===== config.mk =====
export PLATFORM = sky130hd
export DESIGN_NAME = sobol_seq_gen
export DESIGN_NICKNAME = d
export VERILOG_FILES = /design/src/rtl/fpga_cfg_pkg.sv /design/src/rtl/sobol_seq_gen_pkg.sv /design/src/rtl/sobol_lowest_zero.sv /design/src/rtl/sobol_seq_gen.sv
export SDC_FILE = /design/constraint.sdc
export NUM_CORES = 1
export LEC_CHECK = 0
export BUFFER_PORTS_ARGS = -buffer_cell sky130_fd_sc_hd__buf_2
export CAP_MARGIN = 0
export CORE_MARGIN = 2
export CORE_UTILIZATION = 50
export DETAILED_ROUTE_END_ITERATION = 6
export PLACE_DENSITY = 0.77
export SYNTH_ARGS = -nofsm -noshare
export SYNTH_HDL_FRONTEND = slang
export SYNTH_SLANG_ARGS = --single-unit

===== constraint.sdc =====
create_clock -name clk -period 6.3 [get_ports clk]
set_input_delay 0.945 -clock clk [delete_from_list [all_inputs] [get_ports clk]]
set_output_delay 0.945 -clock clk [all_outputs]
set_load 0.02 [all_outputs]

===== src/rtl/fpga_cfg_pkg.sv =====
// Project-wide fixed-point format shared by the QMC normal-variate chain.
package fpga_cfg_pkg;
  localparam int FP_WIDTH = 16;
  localparam int FP_QINT  = 4;
  localparam int FP_QFRAC = 12;
endpackage


===== src/rtl/sobol_seq_gen_pkg.sv =====
// Sobol direction numbers (Joe-Kuo, left-aligned to SOBOL_QFRAC bits) and FSM state type.
package sobol_seq_gen_pkg;
  localparam int SOBOL_NUM_DIMS = 2;
  localparam int SOBOL_QFRAC    = fpga_cfg_pkg::FP_QFRAC;

  typedef logic [SOBOL_QFRAC-1:0] sobol_dir_t;
  typedef logic [SOBOL_NUM_DIMS-1:0][SOBOL_QFRAC-1:0][SOBOL_QFRAC-1:0] sobol_tab_t;

  typedef enum logic [1:0] {S_IDLE, S_RUN, S_DONE} sobol_state_t;

  // Dim 0 is van der Corput; dim 1 (primitive poly x+1) obeys v[k] = v[k-1] ^ (v[k-1] >> 1).
  function automatic sobol_tab_t sobol_build();
    sobol_tab_t t;
    t = '0;
    for (int k = 0; k < SOBOL_QFRAC; k++)
      t[0][k] = sobol_dir_t'(1) << (SOBOL_QFRAC - 1 - k);
    t[1][0] = sobol_dir_t'(1) << (SOBOL_QFRAC - 1);
    for (int k = 1; k < SOBOL_QFRAC; k++)
      t[1][k] = t[1][k-1] ^ (t[1][k-1] >> 1);
    return t;
  endfunction

  localparam sobol_tab_t SOBOL_V = sobol_build();
endpackage


===== src/rtl/sobol_lowest_zero.sv =====
// Priority encoder: index of the lowest zero bit of n_i (0 when n_i is all ones).
module sobol_lowest_zero #(
  parameter int QFRAC = 12,
  parameter int CW    = 4
) (
  input  logic [QFRAC-1:0] n_i,
  output logic [CW-1:0]    c_o
);
  always_comb begin
    c_o = '0;
    for (int i = QFRAC - 1; i >= 0; i--)
      if (!n_i[i]) c_o = CW'(i);
  end
endmodule


===== src/rtl/sobol_seq_gen.sv =====
// Single-dimension Sobol generator, Gray-code recursion, valid/ready output.
// Optional digital shift under `define SOBOL_SHIFT_EN. QFRAC must match SOBOL_QFRAC.
module sobol_seq_gen
  import sobol_seq_gen_pkg::*;
#(
  parameter int WIDTH = fpga_cfg_pkg::FP_WIDTH,
  parameter int QINT  = fpga_cfg_pkg::FP_QINT,
  parameter int QFRAC = fpga_cfg_pkg::FP_QFRAC,
  parameter int DIM   = 0
) (
  input  logic                    clk,
  input  logic                    rst,
  input  logic                    start,
  input  logic [31:0]             num_samples,
  input  logic [QFRAC-1:0]        shift_seed,
  input  logic                    ready_in,
  output logic                    valid_out,
  output logic signed [WIDTH-1:0] u,
  output logic                    busy,
  output logic                    done,
  output logic                    overflow
);
  localparam int CW = (QFRAC > 1) ? $clog2(QFRAC) : 1;
  localparam logic [QFRAC-1:0] NMAX = '1;

  sobol_state_t      state_q, state_d;
  logic [QFRAC-1:0]  n_q, n_d, x_q, x_d, x_next, frac;
  logic [31:0]       rem_q, rem_d;
  logic              valid_q, valid_d, ovf_q, ovf_d, advance;
  logic [WIDTH-1:0]  u_q, u_d;
  logic [CW-1:0]     c;

  sobol_lowest_zero #(.QFRAC(QFRAC), .CW(CW)) u_lz (.n_i(n_q), .c_o(c));

  assign x_next = x_q ^ SOBOL_V[DIM][c];

`ifdef SOBOL_SHIFT_EN
  logic [QFRAC-1:0] seed_q, seed_d;
  assign seed_d = (state_q == S_IDLE && start) ? shift_seed : seed_q;
  always_ff @(posedge clk) begin
    if (rst) seed_q <= '0;
    else     seed_q <= seed_d;
  end
  // A shifted zero would leave (0,1); nudge it to one LSB.
  always_comb begin
    frac = x_next ^ seed_q;
    if (frac == '0) frac = {{(QFRAC-1){1'b0}}, 1'b1};
  end
`else
  logic unused_seed;
  assign unused_seed = ^shift_seed;
  assign frac        = x_next;
`endif

  assign advance = (state_q == S_RUN) && (!valid_q || ready_in) &&
                   (rem_q != '0) && (n_q != NMAX);

  always_comb begin
    state_d = state_q;
    n_d     = n_q;
    x_d     = x_q;
    rem_d   = rem_q;
    valid_d = valid_q;
    u_d     = u_q;
    ovf_d   = ovf_q;
    case (state_q)
      S_IDLE: if (start) begin
        rem_d   = num_samples;
        n_d     = '0;
        x_d     = '0;
        ovf_d   = 1'b0;
        state_d = (num_samples == '0) ? S_DONE : S_RUN;
      end
      S_RUN: begin
        if (rem_q != '0 && n_q == NMAX) begin
          ovf_d = 1'b1;
          rem_d = '0;
        end else if (advance) begin
          x_d     = x_next;
          n_d     = n_q + 1'b1;
          rem_d   = rem_q - 1'b1;
          u_d     = {{QINT{1'b0}}, frac};
          valid_d = 1'b1;
        end
        if (!advance && valid_q && ready_in) valid_d = 1'b0;
        if (rem_q == '0 && (!valid_q || ready_in)) state_d = S_DONE;
      end
      S_DONE:  state_d = S_IDLE;
      default: state_d = S_IDLE;
    endcase
  end

  always_ff @(posedge clk) begin
    if (rst) begin
      state_q <= S_IDLE;
      n_q     <= '0;
      x_q     <= '0;
      rem_q   <= '0;
      valid_q <= 1'b0;
      u_q     <= '0;
      ovf_q   <= 1'b0;
    end else begin
      state_q <= state_d;
      n_q     <= n_d;
      x_q     <= x_d;
      rem_q   <= rem_d;
      valid_q <= valid_d;
      u_q     <= u_d;
      ovf_q   <= ovf_d;
    end
  end

  assign valid_out = valid_q;
  assign u         = u_q;
  assign busy      = (state_q != S_IDLE);
  assign done      = (state_q == S_DONE);
  assign overflow  = ovf_q;
endmodule


== Word level (Yosys, flattened, before mapping) ==
Memories as Yosys holds them, arrays and structs flattened.
Cells that the tools add are included.
W data, S select, Z words.
Storage, ports and cells
  register bits: 72
  ROM bits: 192
  input bits: 48
  output and inout bits: 20
  logic and storage cells: 81
  memories kept: 1
Cells by class
  add/subtract/negate cells: 2
  magnitude comparators: 1
  equal/unequal tests: 11
  mux-type cells: 34
  bitwise logic cells: 2
  reduce and logical (&&, ||, !) cells: 23
Memories
  (no name shown): depth 16, width 12, read ports 1, clocked after memory_dff 0, wr ports 0, RTL line sobol_seq_gen.sv:35  | assign x_next = x_q ^ SOBOL_V[DIM][c];
Operator list (count)
  $mux W32: 3
  $mux W12: 6
  $logic_not A32 Y1: 2
  $pmux W32 S2: 1
  $mux W4: 12
  $pmux W12 S2: 2
  $reduce_bool A32 Y1: 1
  $sub A32 B1 Y32 const B: 1
  $add A12 B1 Y12 const B: 1
  $eq A12 B12 Y1 const B: 1
  $ne A12 B12 Y1 const B: 1
  $reduce_and A3 Y1: 4
  $xor A12 B12 Y12: 1
  $logic_and A1 B1 Y1: 7
  $mux W2: 3
  $ne A2 B1 Y1 const B: 3
  $ne A2 B2 Y1 const B: 3
  $reduce_bool A2 Y1: 3
  $lt A4 B5 Y1 const B: 1
  $mux W1: 5
  $pmux W2 S2: 1
  $reduce_and A4 Y1: 1
  $ne A3 B2 Y1 const B: 1
  $eq A2 B1 Y1 const B: 1
  other kinds (7): 8

== Logic depth before layout (Yosys ltp) ==
  depth in word-level cells: 18
  mapped depth: 10
  depth with buffers taken out: 8

== Cells and area by module ==
A second synthesis with hierarchy kept.
Unflattened totals
  cell total of the unflattened synthesis: 563
  area, all modules: 4337.9 um^2
By module, submodules not included
  sobol_seq_gen: instances 1, cells each 543, area an instance 4232.8 um^2, sequential area each 1441.4 um^2
  sobol_lowest_zero: instances 1, cells each 20, area an instance 105.1 um^2, sequential area each 0.0 um^2

== Worst setup path after synthesis ==
OpenSTA, ideal clock, no wires.
  path type: input -> register
  start: input port ready_in
  end: register n_q[1]
  setup time: 0.070 ns
  arrival time: 2.276 ns
  required time: 6.230 ns
  setup slack: 3.954 ns
  stages on the path: 8
  path buffers: 2
  cells stage by stage: nand2b_1 > and2_1 > and2_1 > clkbuf_1 > nand2_1 > clkbuf_1 > nand3_1 > a21oi_1
On the way
  longest elaborated chain between the ends: 6
Ends and longest elaborated chain
  start, declared: RTL line sobol_seq_gen.sv:16  | input logic ready_in,
  $logic_or A1 B1 Y1: RTL line sobol_seq_gen.sv:55  | assign advance = (state_q == S_RUN) && (!valid_q || ready_in) &&
  $logic_and A1 B1 Y1 (2 in a row): RTL line sobol_seq_gen.sv:55
  $logic_and A1 B1 Y1: RTL line sobol_seq_gen.sv:56  | (rem_q != '0) && (n_q != NMAX);
  $ne A2 B2 Y1 (no source line)
  $reduce_and A4 Y1 (no source line)
  end signal, assigned: RTL line sobol_seq_gen.sv:104  | n_q <= n_d;
  end, declared: RTL line sobol_seq_gen.sv:27  | logic [QFRAC-1:0] n_q, n_d, x_q, x_d, x_next, frac;
No other way between the ends.
A chain may end at the register's enable or synchronous reset.

== Worst setup path in the final report ==
  start: register rem_q[12]
  end: register rem_q[30]
On the way
  longest elaborated chain between the ends: 5
  elaborated cells on any way between the ends: 10
  classes of those cells: add/sub: 1; eq/ne: 1; mux: 3; reduce/logical: 5
Ends and longest elaborated chain
  start, declared: RTL line sobol_seq_gen.sv:28  | logic [31:0] rem_q, rem_d;
  start signal, assigned: RTL line sobol_seq_gen.sv:106  | rem_q <= rem_d;
  branches (longest 5 deep; another with $sub A32 B1 Y32)
Parallel ways; which one is timed is not known. The select of a mux whose other input is x is not followed.

==> summary.md <==
| Metric | Value |
|---|---|
| Critical path class | `register to register` |
| Layout cells sized above 1 | `~17%` |
| Tot GR Track Use | `between 20% and 30%` |
| Routed len/inst | `approximately 18 µm` |
| Clock Latency Late Sink | `between 300 and 400 ps` |
| PortBufs | `51` |
| CTS resizes | `0` |
| Post-Syn Area | `~4400 µm²` |
| Chip height | `between 90 and 100 µm` |
| Crit share post-route | `58.0%` |
| Number of synthesized register bits | `72` |
| Post-synth ARST share | `0%` |
| Synth unique cells | `60` |
| Seq/Total Area, Yosys | `~33%` |
| Final Max Tran Viols | `0` |
| First-pass DRT Iterations | `7` |
| CTS Sinks | `between 70 and 80` |
| Fin. Hold Viols | `0` |
| Largest net degree at the start of global routing | `61` |
| Maximum fanout count along the critical path | `27` |
| Clock skew | `between 10 and 15 ps` |
| Maximum clock path buffer count | `2` |
| Initial DRC count | `462` |
| Max_cap viols | `0` |
| Post-DP HPWL | `around 8300 µm` |
| Main combinational cell family by area after synthesis | `compound AO/OA/AOI/OAI gates` |
| Int Pwr | `between 0.8 and 0.9 mW` |
| Synth warn | `0` |
| Storage cell area | `1440 µm²` |
| Combinational fraction of design power | `25.5%` |
| Power, Total | `1.25 mW` |
| Antenna violations before repair | `0` |
| Initial Util | `50.9%` |
| Post-CTS Hold Fix Bufs | `0` |
| Worst slew pin tran | `roughly 1300 ps` |
| Startpoint Class | `register` |
| # rows | `34` |
| Max Freq | `0.274 GHz` |
| Footprint of the multi-input gates | `~2700 µm²` |
| Peak supply drop | `between 0.1 and 0.15 mV` |
| Final TNS setup | `0 ps` |
| Clock tree root driver cell | `clkbuf_8` |
| Synthesized area per cell | `approximately 7.9 µm²` |
| Via-per-instance ratio | `about 6.6` |
| Outcome | `finished, violations left` |
| Prevailing post-synth register cell | `dfxtp_1` |
| RePlAce Congestion | `~0.93` |
| Die ar. | `roughly 9500 µm²` |
| Layout fillers | `836` |
| Sw Ratio | `34.6%` |
| Placeable Area | `~8600 µm²` |
| Vias in the first global route | `4,161` |
| Post-synthesis simple-gate area fraction | `around 28%` |
| Post-synth EDFFs | `0` |
| Syn Inst Count | `roughly 550` |
| CTS buffer count | `9` |
| Xor/xnor share of the synthesized area | `2.80%` |
| Antenna viol nets, final | `0` |
| Arrival @ worst endpoint | `a little under 4000 ps` |
| Final setup violation count | `0` |
| Post-CTS Setup Inserts | `0` |
| Post-Synth Adder-Cell Area | `less than 1%` |
| Max-slew headroom | `13.3%` |
| RSZ-0062 raised after global routing | `no` |
| P&R area growth vs syn | `10.5%` |
| I/O pin cnt | `about 70` |
| HP Class | `register to register` |
| Post-layout net count | `approximately 630` |
| CP endpoint kind | `register` |
| Failing checks | `DRC` |
| Number of diodes | `0` |
| CTS tree | `yes` |
| First-pass GRT wire length | `between 20,000 and 25,000 µm` |
| Tmin final | `roughly 3700 ps` |
| Sw power | `roughly 0.43 mW` |
| Seq pwr share | `between 40% and 50%` |
| Remaining DRCs | `2` |
| Complex-gate fraction of the synthesized area | `roughly 28%` |
| Required @ worst endpoint | `6540 ps` |
| Clk pin slew, worst setup/hold paths | `approximately 80 ps` |
| Static Leak | `about 1.7 nW` |
| Routed WL | `approximately 12,000 µm` |
| Power per standard cell area | `about 260 nW/µm²` |
| Post-synthesis mux area share | `less than 1%` |
| Clock share of power | `between 30% and 40%` |
| Via count | `between 4,000 and 5,000` |
| Die width | `just under 100 µm` |
| H-tree levels | `3` |
| Gr ovfl total | `0` |
worst paths after layout:
check,from,slack [ps],endpoint,depth (start not counted)
max,rem_q[12],2650,rem_q[30],6
min reg2reg,u[0],460,u[0],2
max reg2reg,rem_q[12],2650,rem_q[30],6
min,u[0],460,u[0],2
per-stage QoR:
stage / instance area, µm² / util (%) / std cells / worst slack (ps) / hold WS [ps]
after CTS: 4840 / 56.3 / 694 / 2780 / 461
after global placement: 4620 / 53.7 / 678 / 2810 / 436
after floorplan: 4390 / - / 555 / 3950 / 446
final: 4840 / 56.3 / 694 / 2650 / 460
after detailed placement: 4620 / 53.7 / 678 / 2780 / 450
after global routing: 4840 / 56.3 / 694 / 2450 / 473
kinds of logic after synthesis:
logic type,Yosys count
buffers and inverters,62
other,1
adder cells (fa/ha/maj),3
XOR/XNOR,14
AO/OA/AOI/OAI,171
AND/OR/NAND/NOR,226
flip-flops,72
multiplexers,3
cells in the mapped netlist, types with 5 or more instances:
cell	number	area (µm²)
dfxtp_1	72	1440
a21oi_1	54	270
nand2_1	50	188
nor2_1	40	150
nor4_1	33	206
clkbuf_1	30	113
o21ai_0	25	125
inv_1	20	75.1
nor3_1	20	100
nand3_1	19	95.1
nand4_1	15	93.8
a211oi_1	14	105
o32ai_2	9	146
a32o_1	8	80.1
xnor2_1	8	70.1
a22oi_1	7	52.6
and3_1	6	37.5
and4_1	6	52.6
or3_1	6	37.5
xor2_1	6	52.6
o21ai_1	5	25.0
o22ai_1	5	31.3
or2_2	5	31.3
or4_1	5	37.5
power by group through the flow:
| stage | clock network (mW) | registers, mW | logic, mW |
|---|---|---|---|
| finish | 0.413 | 0.515 | 0.318 |
| global route | 0.433 | 0.520 | 0.347 |
| CTS | 0.416 | 0.514 | 0.312 |
| detailed placement | 0 | 0.525 | 0.311 |
| global placement | 0 | 0.523 | 0.304 |
| floorplan | 0 | 0.524 | 0.238 |
area by class of cell:
| cell class | instances | share of cell area (%) |
|---|---|---|
| Tap cell | 108 | 2.79 |
| Timing Repair Buffer | 57 | 6.21 |
| Multi-Input combinational cell | 421 | 55.1 |
| Inverter | 20 | 1.55 |
| Sequential cell | 72 | 29.8 |
| Clock buffer | 9 | 2.56 |
| Clock inverter | 7 | 1.97 |
metal layers:
metal / up-vias / track usage (%) / part of all wire, %
met4: 0 / 12.6 / 2.9
met3: 39 / 3.96 / 8.0
li1: 2155 / - / -
met2: 256 / 41.5 / 48
met1: 2116 / 32.7 / 41
met5: - / 0.549 / 0
placed cells by master (no fill, tap or decap), types with 15 or more instances in the layout:
cell type | synthesis | layout
a21oi_1 | 54 | 54
buf_2 | 4 | 51
dfxtp_1 | 72 | 72
inv_1 | 20 | 20
nand2_1 | 50 | 50
nand3_1 | 19 | 19
nand4_1 | 15 | 15
nor2_1 | 40 | 40
nor3_1 | 20 | 20
nor4_1 | 33 | 33
o21ai_0 | 25 | 25
registers in the layout, indices dropped and copies added, names as in the netlist:
signal and count:
rem_q 32, n_q 12, u 12, x_q 12
state_q 2, overflow 1, valid_out 1
critical path, stage by stage (launching register included):
cell and delay, ps:
dfxtp_1 360, nor4_1 550, nand4_1 530, nor3_4 440, o21a_1 890, nor2_1 410, a32o_1 340
No activity file was read; power rests on OpenSTA's default activity.
